$ cat src/rtl/rv_pkg.sv
// rv_pkg: shared RISC-V widths, opcodes and fetch-path entry types
package rv_pkg;
   localparam int XLEN = 32;
   localparam int INSTR_ALIGN = 2;
   localparam logic [6:0] OPCODE_LOAD  = 7'b0000011;
   localparam logic [6:0] OPCODE_STORE = 7'b0100011;
   localparam logic [6:0] OPCODE_RTYPE = 7'b0110011;
   typedef struct packed {
      logic [31:0] instr;
      logic [31:0] pc;
   } fetch_entry_t;
   typedef struct packed {
      logic            epoch;
      logic [XLEN-1:0] pc;
   } fetch_tag_t;
endpackage

$ cat src/rtl/fetch_fifo.sv
// fetch_fifo: synchronous circular FIFO with flush, exposing its head entry and occupancy
module fetch_fifo #(
   parameter int  DEPTH = 2,
   parameter type T     = logic [63:0]
) (
   input  logic                     clk,
   input  logic                     rst,
   input  logic                     push,
   input  T                         push_data,
   input  logic                     pop,
   input  logic                     flush,
   output T                         head,
   output logic [$clog2(DEPTH):0]   count
);
   localparam int AW = $clog2(DEPTH);
   T mem [DEPTH];
   logic [AW-1:0] rd_ptr, wr_ptr;
   assign head = mem[rd_ptr];
   // pointer and occupancy tracking; flush discards everything, including a same-cycle push
   always_ff @(posedge clk) begin
      if (rst || flush) begin
         rd_ptr <= '0;
         wr_ptr <= '0;
         count  <= '0;
      end else begin
         if (push) wr_ptr <= wr_ptr + 1'b1;
         if (pop) rd_ptr <= rd_ptr + 1'b1;
         count <= count + (AW+1)'(push) - (AW+1)'(pop);
      end
   end
   // storage needs no reset: entries are only observed while count says they are valid
   always_ff @(posedge clk) begin
      if (push) mem[wr_ptr] <= push_data;
   end
endmodule

$ cat src/rtl/fetch_unit.sv
// fetch_unit: PC owner and imem fetcher feeding decode through a credit-limited buffer; FETCH_PERF_EN adds perf counters
module fetch_unit
   import rv_pkg::*;
#(
   parameter logic [XLEN-1:0] RESET_PC  = '0,
   parameter int              BUF_DEPTH = 2
) (
   input  logic            clk,
   input  logic            rst,
   output logic            imem_req_valid,
   input  logic            imem_req_ready,
   output logic [XLEN-1:0] imem_req_addr,
   input  logic            imem_rsp_valid,
   input  logic [31:0]     imem_rsp_data,
   input  logic            redirect_valid,
   input  logic [XLEN-1:0] redirect_pc,
   output logic            dec_valid,
   input  logic            dec_ready,
   output logic [31:0]     dec_instr,
   output logic [XLEN-1:0] dec_pc,
   output logic [6:0]      op_code
`ifdef FETCH_PERF_EN
   ,
   output logic [31:0]     perf_fetched,
   output logic [31:0]     perf_redirects,
   output logic [31:0]     perf_stall
`endif
);
   localparam int CW = $clog2(BUF_DEPTH) + 1;
   logic [XLEN-1:0] pc;
   logic            epoch;
   logic [CW-1:0]   outstanding, count;
   logic            accept, rsp_take, buf_push, buf_pop;
   fetch_tag_t      tag_in, tag_head;
   fetch_entry_t    buf_in, buf_head;
   assign imem_req_valid = !rst && (({1'b0, outstanding} + {1'b0, count}) < (CW+1)'(BUF_DEPTH));
   assign imem_req_addr  = pc;
   assign accept   = imem_req_valid && imem_req_ready;
   assign rsp_take = imem_rsp_valid && outstanding != '0;
   assign buf_push = rsp_take && tag_head.epoch == epoch && !redirect_valid;
   assign dec_valid = count != '0;
   assign buf_pop   = dec_valid && dec_ready;
   assign dec_instr = dec_valid ? buf_head.instr : '0;
   assign dec_pc    = dec_valid ? buf_head.pc : '0;
   assign op_code   = dec_instr[6:0];
   assign tag_in = '{epoch: epoch, pc: pc};
   assign buf_in = '{instr: imem_rsp_data, pc: tag_head.pc};
   // pc advances per accepted request; a redirect overrides it and opens a new epoch
   always_ff @(posedge clk) begin
      if (rst) begin
         pc    <= RESET_PC;
         epoch <= 1'b0;
      end else if (redirect_valid) begin
         pc    <= {redirect_pc[XLEN-1:INSTR_ALIGN], INSTR_ALIGN'(0)};
         epoch <= ~epoch;
      end else if (accept) begin
         pc <= pc + XLEN'(4);
      end
   end
   fetch_fifo #(.DEPTH(BUF_DEPTH), .T(fetch_tag_t)) u_tags (
      .clk(clk), .rst(rst), .push(accept), .push_data(tag_in), .pop(rsp_take),
      .flush(1'b0), .head(tag_head), .count(outstanding)
   );
   fetch_fifo #(.DEPTH(BUF_DEPTH), .T(fetch_entry_t)) u_buf (
      .clk(clk), .rst(rst), .push(buf_push), .push_data(buf_in), .pop(buf_pop),
      .flush(redirect_valid), .head(buf_head), .count(count)
   );
   rsp_without_request: assert property (@(posedge clk) disable iff (rst) !(imem_rsp_valid && outstanding == '0));
`ifdef FETCH_PERF_EN
   // free-running event counters for fetch throughput analysis
   always_ff @(posedge clk) begin
      if (rst) begin
         perf_fetched   <= '0;
         perf_redirects <= '0;
         perf_stall     <= '0;
      end else begin
         perf_fetched   <= perf_fetched + 32'(buf_pop);
         perf_redirects <= perf_redirects + 32'(redirect_valid);
         perf_stall     <= perf_stall + 32'(dec_valid && !dec_ready);
      end
   end
`endif
endmodule

$ cat config.mk
export PLATFORM = sky130hd
export DESIGN_NAME = fetch_unit
export DESIGN_NICKNAME = d
export VERILOG_FILES = /design/src/rtl/rv_pkg.sv /design/src/rtl/fetch_fifo.sv /design/src/rtl/fetch_unit.sv
export SDC_FILE = /design/constraint.sdc
export NUM_CORES = 1
export LEC_CHECK = 0
export CAP_MARGIN = 20
export CORE_MARGIN = 5
export CORE_UTILIZATION = 30
export CTS_BUF_LIST = sky130_fd_sc_hd__clkbuf_8
export DETAILED_ROUTE_END_ITERATION = 12
export DONT_BUFFER_PORTS = 1
export GPL_TIMING_DRIVEN = 0
export PLACE_DENSITY = 0.44
export RECOVER_POWER = 100
export SYNTH_ARGS = -nofsm -noshare
export SYNTH_HDL_FRONTEND = slang
export SYNTH_SLANG_ARGS = --single-unit
$ cat constraint.sdc
create_clock -name clk -period 7.1 [get_ports clk]
set_clock_uncertainty 0.15 [all_clocks]
set_input_delay 1.42 -clock clk [delete_from_list [all_inputs] [get_ports clk]]
set_output_delay 1.42 -clock clk [all_outputs]
set_load 0.05 [all_outputs]
### After elaboration in Yosys (flattened, before gate mapping)

Memories as Yosys holds them, arrays and structs flattened. A register that Yosys moved wholly into a read port is not among the register bits.
Cells that the tools add are included.

| word-level totals | value |
|---|---|
| output and inout bits | 105 |
| memories kept | 2 |
| flip-flop bits (word level) | 41 |
| RAM bits | 194 |
| word-level logic and storage cells | 49 |

Memories:

| name | depth | bits a word | read ports | clocked after Yosys merged registers in | wr ports | RTL line | RTL |
|---|---|---|---|---|---|---|---|
| u_buf.mem | 2 | 64 | 1 | 1 | 1 | fetch_fifo.sv:16 | `T mem [DEPTH];` |
| u_tags.mem | 2 | 33 | 1 | 1 | 1 | fetch_fifo.sv:16 |  |

| cells by class | value |
|---|---|
| bitwise logic cells | 1 |
| order comparisons | 1 |
| reductions and logical operators | 13 |
| add/sub/neg operators | 10 |
| equality and inequality tests | 1 |
| mux-type cells | 12 |

Operators with widths:

| operator | count |
|---|---|
| $mux W32 | 4 |
| $add A32 B3 Y32 const B | 1 |
| $mux W1 | 8 |
| $logic_and A1 B1 Y1 | 6 |
| $reduce_bool A2 Y1 | 3 |
| $add A1 B1 Y1 const B | 4 |
| $add A2 B1 Y2 | 2 |
| $sub A2 B1 Y2 | 2 |
| $add A2 B2 Y3 | 1 |
| $lt A3 B2 Y1 const B | 1 |
| $logic_not A1 Y1 | 2 |
| $reduce_or A2 Y1 | 1 |
| $eq A1 B1 Y1 | 1 |
| $logic_or A1 B1 Y1 | 1 |
| $not A1 Y1 | 1 |

### Logic depth before layout (Yosys ltp)

| depth | value |
|---|---|
| depth after elaboration | 6 |
| depth in mapped cells | 9 |
| mapped depth without buffers | 8 |

### Cells and area by module

A second synthesis with hierarchy kept.

| second synthesis, totals | value |
|---|---|
| cell total of the unflattened synthesis | 636 |
| area total of the unflattened synthesis | 10164.7 um^2 |

Modules (own cells, without submodules):

| module | cells each | sequential area each (um^2) | area each (um^2) | times used |
|---|---|---|---|---|
| fetch_fifo at u_buf | 218 | 3943.8 | 5131.2 | 1 |
| fetch_fifo at u_tags | 122 | 2082.0 | 2747.6 | 1 |
| fetch_unit | 296 | 620.6 | 2285.9 | 1 |

### Worst setup path before layout

OpenSTA, ideal clock, no wires.

| timing | value |
|---|---|
| path kind | in2reg |
| from | in redirect_valid |
| to | mem u_buf.mem[1][10] (netlist bit) (enable) |
| stages on the path | 5 |
| setup slack | 1833 ps |
| arrival time | 4635 ps |
| data required time | 6468 ps |
| setup time | 482 ps |
| buffers on the path | 2 |
| path through | clkbuf_1 > clkbuf_1 > nor2_1 > nand2_1 > nor2_1 |

| between the ends | value |
|---|---|
| word-level cells in the longest chain between the ends | 4 |

RTL lines:

| what | RTL line | RTL |
|---|---|---|
| from (decl) | fetch_unit.sv:15 | `input logic redirect_valid,` |
| $logic_not A1 Y1 | fetch_unit.sv:40 | `assign buf_push = rsp_take && tag_head.epoch == epoch && !redirect_valid;` |
| $logic_and A1 B1 Y1 | fetch_unit.sv:40 |  |
| $mux W1 | fetch_fifo.sv:33 | `if (push) mem[wr_ptr] <= push_data;` |
| $mux W1 (not written as such) | fetch_fifo.sv:33 |  |
| to (decl) | fetch_fifo.sv:16 |  |

Every way passes these cells.

==> impl_metrics.toml <==
[route]
vias = 5548
dr.pass1.iters = 4
routed_wl_mm = 23.0
initialDrtViolationCount = 271
routedWlPerCell_um = 20.0
final_antenna_net_count = 0
drc_errors = 0
avgViaCountPerCell = 4.82

[floorplanning]
dieArea_um2 = 34700
start_util_pct = 30.4
die_x_um = 186
chipHeight_um = 186
core-area_um2 = 30600
pin_count = 175
rows = 64

[synthesis]
synth_edf_count = 186
yosysUniqueCellTypes = 51
synth-seq-cells = 227
yosys.area.top_type_share_pct = 60.0
syn-instance-count = 670
avgSynthCellArea_um2 = 13.9
yosys-top-cells-count = "186 x edfxtp_1, 97 x nor2_1, 63 x mux2i_1, 41 x dfxtp_1, 30 x mux2_2"
async_flop_share_pct = 0
yosysMostFrequentCell = "edfxtp_1"
syn_area_um2 = 9310
ys_warn_count = 0
synth_seq_area_share_pct = 68.8
synth_area_leaders = "edfxtp_1 60%, dfxtp_1 8.8%, mux2i_1 6.8%"
yosys.area.top_type = "edfxtp_1"
synth_flop_cell = "edfxtp_1"

[setup_path]
critical_path_class = "reg -> out"
r2r-start = "u_tags.count[0]$_SDFF_PP0_"
end_kind = "primary output"
r2r_cells = 6
r2r_slack_ps = 2780
worstPathArrival_ps = 3400
timing.rr.end = "u_tags.mem[1][26]$_DFFE_PP_"
crit_path_max_fanout = 10
cp_data_required_time_ps = 5530
crit_path_start_kind = "flop"

[sta]
fin_setup_tns_ps = 0
period_share_pct = 70.0
grt_setup_unrepaired = "false"
hold_viol = 0
setup-violations-final = 0
relSlewSlack_pct = -49.6
tightest_slew_ps = 2240
fmax_mhz = 201
period_needed_ps = 4970
hold_ws_ps = 371
slew_viol_final = 90

[clock_tree]
cts.path.max_buffers = 3
cts_hold_buffers = 0
cts_setup_buffers = 0
clkTransAtPathRegs_ps = 60
numCtsBuffers = 41
cts_sinks = 227
post_cts_resized = 0
clock_latency_ps = 530
root_buffer = "clkbuf_8"
cts_tree = "done"
htree_levels = 2

[global_routing]
antenna_found_initial = 0
grt_usage_pct = 12.9
grt_start_max_net_pins = 63
grt_pass1_vias = 5802
grt_pass1_wl_mm = 33.9
overflow = 0

[final_layout]
fin_nets = 798
final_cells = 1152
fillers = 3011
areaGrowthSynthToFinish_pct = 13.9
utilization_pct = 34.7
diodes = 0
drive_above_1_share_pct = 8.60
stdcell_area_um2 = 10600

[power]
vdd_drop_max_mv = 0.120
power_density_nw_per_um2 = 296
p_leak_nw = 3.44

[placement]
post-place-cells = 1075
dpl_cell_area_um2 = 9940
io_buffers = 0
routabilityCongestion = 0.797
post-dp-hpwl_mm = 16.0

[run_status]
violations = "capacitance limit, slew limit"
outcome = "complete, but fails checks"

[run]
cap_violations = 4

[worst_hold_path]
whs_endpoint = "u_tags.rd_ptr$_SDFFE_PP0P_"
min_from = "u_tags.rd_ptr$_SDFFE_PP0P_"
min_path_cells = 2
hold_class = "reg -> reg"
final cells by class:
class	instances	area, um2	share of cell area, %
plain buffers	46	188	1.77
well taps	396	495	4.67
clock buffers	43	592	5.58
repair buffers	7	55.1	0.519
inverters	19	73.8	0.696
clock inverters	33	188	1.77
flip-flops and latches	227	6410	60.4
multi-input cells	381	2610	24.6
critical path, stage by stage (launching register included):
cell and delay [ps]:
dfxtp_1 300, clkbuf_1 530, clkbuf_1 580, mux2i_1 160, nor2_1 750, clkbuf_1 540
power breakdown:
part	switching [mW]	internal [mW]
Combinational	0.241	0.100
Clock	0.514	0.633
Sequential	0.0951	1.56
stage by stage:
| step | setup WS [ps] | power [mW] |
|---|---|---|
| 3_5_place_dp | 2700 | 2.05 |
| 3_3_place_gp | -176 | 2.03 |
| 6_report | 2130 | 3.14 |
| 4_1_cts | 2110 | 3.22 |
| 5_1_grt | 1790 | 3.30 |
| 2_1_floorplan | 1830 | 1.94 |
registers in the layout (all words and copies together), names as in the netlist, named ones only:
name           count
imem_req_addr     30
u_buf.rd_ptr       1
u_tags.count       2
u_tags.mem        62
u_tags.rd_ptr      1
u_buf.mem        124
u_buf.wr_ptr       1
u_tags.wr_ptr      1
u_buf.count        2
epoch              1
layer usage:
layer	share of wire (%)	global-route usage [%]	vias up
met2	48	21.6	192
met3	8.5	4.67	51
met1	41	15.4	2706
met4	2.9	4.49	0
li1	-	-	2599
met5	0	0	-
placed cells by master (no fill, tap or decap), drive strengths merged, types with 15 or more instances in the layout:
| cell type | n |
|---|---|
| edfxtp | 186 |
| nor2 | 97 |
| clkbuf | 88 |
| mux2i | 63 |
| dfxtp | 41 |
| inv | 37 |
| mux2 | 30 |
| nand2 | 20 |
| nand3 | 16 |
| nand4 | 15 |
how the worst max path moves through the flow:
| stage | start | endpoint | slack [ps] | depth (start not counted) |
|---|---|---|---|---|
| after floorplan | redirect_valid | u_buf.mem[1][10]$_DFFE_PP_ | 1830 | 5 |
| final | flop | op_code[3] | 2130 | 5 |
| after global routing | flop | op_code[3] | 1790 | 5 |
| after CTS | flop | op_code[3] | 2110 | 5 |
| after global placement | redirect_valid | u_buf.mem[1][52]$_DFFE_PP_ | -180 | 5 |
| after detailed placement | flop | op_code[3] | 2700 | 5 |
kinds of logic after synthesis:
kind of cell             after synthesis  share of synthesized area [%]
adder cells (fa/ha/maj)                5                          0.752
AND/OR/NAND/NOR                      205                           10.8
XOR/XNOR                              17                           1.60
multiplexers                          93                           10.4
other                                  1                         0.0403
flip-flops                           227                           68.8
buffers and inverters                 65                           3.24
AO/OA/AOI/OAI                         57                           4.42
Note: power is estimated with default switching activity, not from simulation.
